`config.mk`:
```
export PLATFORM = sky130hd
export DESIGN_NAME = timebase_gen
export DESIGN_NICKNAME = d
export VERILOG_FILES = /design/src/rtl/timebase_gen.sv
export SDC_FILE = /design/constraint.sdc
export NUM_CORES = 1
export LEC_CHECK = 0
export BUFFER_PORTS_ARGS = -buffer_cell sky130_fd_sc_hd__buf_2
export CORE_ASPECT_RATIO = 2
export CORE_MARGIN = 3
export CORE_UTILIZATION = 40
export DETAILED_ROUTE_END_ITERATION = 8
export PLACE_DENSITY = 0.56
export RECOVER_POWER = 25
export SYNTH_ARGS = -nofsm -noshare
export SYNTH_HDL_FRONTEND = slang
export SYNTH_SLANG_ARGS = --single-unit
```
`constraint.sdc`:
```
create_clock -name clk_50MHz -period 2.85 [get_ports clk_50MHz]
set_clock_uncertainty 0.2 [all_clocks]
set_input_delay 0.57 -clock clk_50MHz [delete_from_list [all_inputs] [get_ports clk_50MHz]]
set_output_delay 0.57 -clock clk_50MHz [all_outputs]
set_load 0.02 [all_outputs]
```
`src/rtl/timebase_gen.sv`:
```
// timebase_gen: multi-channel divisor-based tick strobes for use as clock enables.
// Define TIMEBASE_SQ_EN to build the 50% square outputs; otherwise sq is tied to 0.
module timebase_gen #(
   parameter int NUM_CH = 2,
   parameter int CNT_W = 20,
   parameter logic [NUM_CH*CNT_W-1:0] DIV_INIT = {20'd50_000, 20'd500_000}
) (
   input  logic              clk_50MHz,
   input  logic              rst_n,
   input  logic              en,
   input  logic              sync_clr,
   input  logic              div_wr,
   input  logic [2:0]        div_sel,
   input  logic [CNT_W-1:0]  div_data,
   output logic [NUM_CH-1:0] tick,
   output logic [NUM_CH-1:0] sq
);
   for (genvar k = 0; k < NUM_CH; k++) begin : g_ch
      logic [CNT_W-1:0] div_d, div_q, cnt_d, cnt_q;
      logic tick_d, tick_q, wr, run, wrap;
      // an out-of-range div_sel never matches any channel index, so it is ignored
      assign wr = div_wr && (div_sel == 3'(k));
      always_comb begin
         div_d  = wr ? div_data : div_q;
         run    = !sync_clr && !wr && en && (div_q != '0);
         wrap   = run && (cnt_q == div_q - CNT_W'(1));
         tick_d = wrap;
         cnt_d  = (sync_clr || wr || wrap || (en && div_q == '0)) ? '0 :
                  run ? cnt_q + CNT_W'(1) : cnt_q;
      end
      always_ff @(posedge clk_50MHz or negedge rst_n) begin
         if (!rst_n) begin
            div_q  <= DIV_INIT[k*CNT_W +: CNT_W];
            cnt_q  <= '0;
            tick_q <= 1'b0;
         end else begin
            div_q  <= div_d;
            cnt_q  <= cnt_d;
            tick_q <= tick_d;
         end
      end
      assign tick[k] = tick_q;
`ifdef TIMEBASE_SQ_EN
      logic sq_d, sq_q;
      always_comb sq_d = sync_clr ? 1'b0 : wrap ? ~sq_q : sq_q;
      always_ff @(posedge clk_50MHz or negedge rst_n) begin
         if (!rst_n) sq_q <= 1'b0;
         else sq_q <= sq_d;
      end
      assign sq[k] = sq_q;
`else
      assign sq[k] = 1'b0;
`endif
   end
endmodule

```
* Yosys cells after proc, flatten, opt, wreduce, memory -nomap -nowiden
Cells that the tools add are included.
** Operators by class
- Mux-type cells :: 4
- Add/sub/neg operators :: 4
- Reduce and logical (&&, ||, !) cells :: 28
- Eq/ne operators :: 3
** Operator list (count)
- $mux 20 :: 4
- $add 20x1->20 const B :: 2
- $eq 20x20->1 :: 2
- $logic_not 20->1 :: 2
- $reduce_bool 20->1 :: 2
- $sub 20x1->20 const B :: 2
- $logic_and 1x1->1 :: 12
- $logic_or 1x1->1 :: 6
- $reduce_bool 2->1 :: 2
- $eq 3x1->1 const B :: 1
- $logic_not 1->1 :: 3
- $logic_not 3->1 :: 1
** Word-level totals
- Flip-flop bits (word level) :: 82
- Word-level logic and storage cells :: 45
- Output and inout port bits :: 4
- Input bits :: 28

* Logic depth before layout (Yosys ltp)
- Depth after elaboration :: 10
- Depth in mapped cells :: 10
- Gate-level depth less buffers :: 9

* Worst setup path after synthesis
No wires, ideal clock.
- Path type :: input to register
- Start :: input port div_sel[1]
- End :: register g_ch[1].cnt_q[19]
- Data required time :: 2578 ps
- Data arrival time :: 2479 ps
- Setup time :: 72 ps
- Stages on the path :: 8
- Buffers on the path :: 1
- Setup slack :: 99 ps
- Cell sequence :: nor4bb_1 buf_2 nor3_1 nor4_1 or3b_2 xnor2_1 nand2_1 nor2_1
** On the way
- Longest elaborated chain between the ends :: 10
- Elaborated cells between the ends (all ways) :: 12
- Those cells by class :: eq/ne: 1; mux: 1; reduce/logical: 10
** Ends and longest elaborated chain
- from (decl) :: line 13 : input logic [2:0] div_sel,
- $eq 3x1->1 * :: line 22 : assign wr = div_wr && (div_sel == 3'(k));
- $logic_and 1x1->1 * :: line 22
- $logic_not 1->1 :: line 25 : run = !sync_clr && !wr && en && (div_q != '0);
- $logic_and 1x1->1 (3 in series) :: line 25
- $logic_and 1x1->1 :: line 26 : wrap = run && (cnt_q == div_q - CNT_W'(1));
- $logic_or 1x1->1 (2 in series) :: line 28 : cnt_d = (sync_clr || wr || wrap || (en && div_q == '0)) ? '0 :
- $mux 20 or $reduce_bool 2->1 (tied branches)
- to (signal assigned) :: line 38 : cnt_q <= cnt_d;
- to (decl) :: line 19 : logic [CNT_W-1:0] div_d, div_q, cnt_d, cnt_q;
Mark *: on every way between the ends. The rest lies on a longest branch, timed or not.
A chain may end at the register's enable or synchronous reset.

* Worst setup path after layout
- Start :: register g_ch[0].div_q[2]
- End :: register g_ch[0].cnt_q[2]
** On the way
- Longest elaborated chain between the ends :: 6
- Elaborated cells between the ends (all ways) :: 11
- Those cells by class :: add/sub: 1; eq/ne: 1; mux: 1; reduce/logical: 8
** Ends and longest elaborated chain
- from (decl) :: line 19
- from (signal assigned) :: line 33 : div_q <= DIV_INIT[k*CNT_W +: CNT_W];
- from (signal assigned) :: line 37 : div_q <= div_d;
- $sub 20x1->20 or $reduce_bool 20->1 (tied branches) :: line 26, 25
- $eq 20x20->1 or $logic_and 1x1->1 (tied branches) :: line 26, 25
- $logic_and 1x1->1 :: line 26
- $logic_or 1x1->1 (2 in series) :: line 28
- $mux 20 or $reduce_bool 2->1 (tied branches)
- to (signal assigned) :: line 38
- to (decl) :: line 19
Parallel ways exist; a longest one is shown, timed or not.

==> results.tsv <==
stage	metric	value	unit
final_layout	syn_to_final_growth	21.9	%
logic_synthesis	synthDistinctLibCells	62	
floorplan	io_pins	32	
timing	period_share	102	%
final_layout	finish.utilization	50.0	%
timing	fmax	0.345	GHz
detailed_routing	ant_nets	0	
setup_path	critPathArrivalTime	2.93	ns
floorplan	rows	58	
outcome	status	finished, violations left	
power	vdd_drop_max	339	uV
detailed_routing	wl_met3	249	um
setup_path	end_kind	register	
final_layout	layout_commonest_cell	nand2_1	
detailed_routing	dr_total_vias	4403	
run	cap_viol_max_count	0	
setup_path	path_class	register to register	
detailed_routing	top_layer	met4	
setup_path	reg2reg_to	g_ch[0].cnt_q[2]$_DFFE_PN0P_	
setup_path	startpoint_type	register	
timing	worst_slack	-0.0464	ns
min_path	hold_path_startpoint	div_data[13]	
clock_tree	clk_latency	0.34	ns
setup_path	reg2reg_from	g_ch[0].div_q[2]$_DFFE_PN0P_	
clock_tree	cts.path.max_buffers	2	
timing	drv_slew	0	
setup_path	startpoint	g_ch[0].div_q[2]$_DFFE_PN0P_	
detailed_routing	first_iter_violations	243	
final_layout	drive_gt1_share	23.6	%
logic_synthesis	synth_warnings	0	
logic_synthesis	synthCells	599	
placed_design	dp_cells	792	
power	leakage	0.00275	uW
logic_synthesis	synth_area	0.00517	sq mm
timing	finalHoldViolations	0	
logic_synthesis	synth_seq_cells	82	
logic_synthesis	synth_enable_flop_cells	0	
detailed_routing	routedWlPerCell	17.4	um
floorplan	core_area	0.0126	sq mm
clock_tree	clk_pin_slew_worst_paths	0.07	ns
detailed_routing	met1_length	4820	um
final_layout	fin_cells	815	
setup_path	cp-endpoint	g_ch[0].cnt_q[2]$_DFFE_PN0P_	
global_routing	grt_pass1_vias	4757	
detailed_routing	dr.pass1.iters	5	
setup_path	worstPathMaxFanout	8	
detailed_routing	drcViolationCount	0	
clock_tree	cts_root_buf	clkbuf_16	
timing	hold_ws	0.225	ns
global_routing	gr-total-overflow	0	
timing	rsz0062_at_grt	true	
global_routing	track_usage	20.3	%
floorplan	die_area	0.0144	sq mm
clock_tree	cts_htree_levels	3	
timing	setup_viol	20	
detailed_routing	viasPerCell	5.40	
min_path	hp-class	primary input to register	
logic_synthesis	async_flop_share	100	%
setup_path	reg2reg_slack	-0.05	ns
logic_synthesis	syn_avg_cell_area	8.64	sq um
detailed_routing	wirelength	14200	um
final_layout	final_net_count	694	
placed_design	io_buffers	29	
floorplan	die_h	167	um
clock_tree	cts_sinks	82	
global_routing	grt_pass1_wl	22900	um
global_routing	grt_max_degree	45	
timing	fin_crit	2.90	ns
timing	worstMarginPinSlew	1.14	ns
power	p_per_area	593	mW/mm^2
setup_path	reg2reg_depth	10	
clock_tree	numCtsBuffers	9	
final_layout	fillCellCount	1252	
floorplan	initial_utilization	41.0	%
detailed_routing	wl_met2	8300	um
timing	relSlewSlack	23.9	%
placed_design	gp_congestion	0.912	
global_routing	antenna_found_initial	0	
setup_path	cp_data_required_time	2.88	ns
logic_synthesis	yosysSeqAreaShare	40.0	%
final_layout	antenna_cells	0	
placed_design	post-dp-hpwl	10800	um
logic_synthesis	synth_top_flop_cell	dfrtp_1	
clock_tree	cts_tree	yes	
final_layout	final_cell_mix	nand2_1, dfrtp_1, xnor2_1, nor2_1, buf_4	
outcome	violations	setup timing	
floorplan	die_x	86.4	um
-- power breakdown --
group	switching (uW)	total [uW]	internal, uW
Sequential	156	1470	1310
Combinational	484	926	441
Clock	488	1340	856
Total	1130	3740	2610
-- flip-flops by register name, summed over array words and instances, names as in the netlist --
| signal | count |
|---|---|
| g_ch.cnt_q | 40 |
| g_ch.div_q | 40 |
| g_ch.tick_q | 2 |
-- cell type report --
type	count	area (sq um)	area share, %
well taps	150	188	2.98
inverters	16	60.1	0.952
repair buffers	81	637	10.1
multi-input cells	470	3010	47.7
flip-flops and latches	82	2070	32.8
clock buffers	9	225	3.57
clock inverters	7	118	1.86
-- synth_stat cells (all sizes together), types with 3 or more instances --
cell type | n | share of area [%]
nand3b | 3 | 0.44
nor3b | 4 | 0.58
xnor2 | 59 | 10
nor4 | 14 | 1.7
a31oi | 3 | 0.36
nand3 | 18 | 1.7
a21oi | 14 | 1.4
or3 | 7 | 0.85
mux2 | 16 | 3.5
nor2 | 63 | 4.6
clkbuf | 18 | 1.3
dfrtp | 69 | 33
nor3 | 18 | 1.7
dfstp | 13 | 6.6
mux2i | 3 | 0.58
ha | 6 | 1.5
and3 | 7 | 0.85
o21ai | 13 | 1.3
o311ai | 4 | 0.68
nand4 | 14 | 1.7
xor2 | 28 | 4.7
and4 | 4 | 0.68
buf | 14 | 2.0
nor4b | 3 | 0.51
nand2b | 7 | 0.85
nand2 | 122 | 8.9
inv | 16 | 1.2
nor2b | 4 | 0.48
-- per-layer routing --
metal | vias to the layer above | global-route usage, %
met3 | 47 | 2.62
met4 | 0 | 13.8
met1 | 2128 | 20.3
li1 | 2149 | -
met5 | - | 0
met2 | 79 | 37.4
-- what timing repair did --
action	in CTS	in global routing
pin swaps	1	12
buffers inserted	0	5
cloned	0	3
endpoints found under the setup margin	41	41
hold buffers	0	0
gates resized for setup	5	25
-- stage by stage --
step	total power, uW	worst slack (ns)	setup TNS (ns)	instance area, sq um
after floorplan	2010	0.0993	0	5180
after global placement	2340	-0.116	-2.21	5740
after detailed placement	2360	-0.189	-3.75	5740
after CTS	3740	0.00434	0	6110
after global routing	3940	-0.104	-1.77	6310
final	3740	-0.0464	-0.521	6310
-- worst max-delay path, stage by stage, from the launching register on --
cell	delay, ns
dfrtp_1	0.39
or4_4	0.56
nor2_4	0.17
buf_6	0.11
nand3b_1	0.08
a311o_1	0.32
a32o_2	0.29
a2111oi_4	0.28
buf_6	0.18
clkbuf_16	0.16
nor2_1	0.05
-- worst min-delay path by stage --
stage / depth (start not counted) / slack (ns) / endpoint
floorplan: 0 / 0.07 / g_ch[0].cnt_q[0]$_DFFE_PN0P_
global placement: 2 / 0.27 / g_ch[0].div_q[18]$_DFFE_PN1P_
detailed placement: 2 / 0.27 / g_ch[0].div_q[18]$_DFFE_PN1P_
CTS: 1 / 0.05 / g_ch[0].cnt_q[15]$_DFFE_PN0P_
global route: 3 / 0.22 / g_ch[0].div_q[13]$_DFFE_PN1P_
finish: 3 / 0.22 / g_ch[0].div_q[13]$_DFFE_PN1P_
-- logic make-up after synthesis --
logic type	synth area share [%]
AO/OA/AOI/OAI	7.33
XOR/XNOR	14.7
adder cells (fa/ha/maj)	1.45
buffers and inverters	4.50
flip-flops	40.0
multiplexers	4.06
other	0.0725
AND/OR/NAND/NOR	27.9
Power figures use the tool's default switching activity.
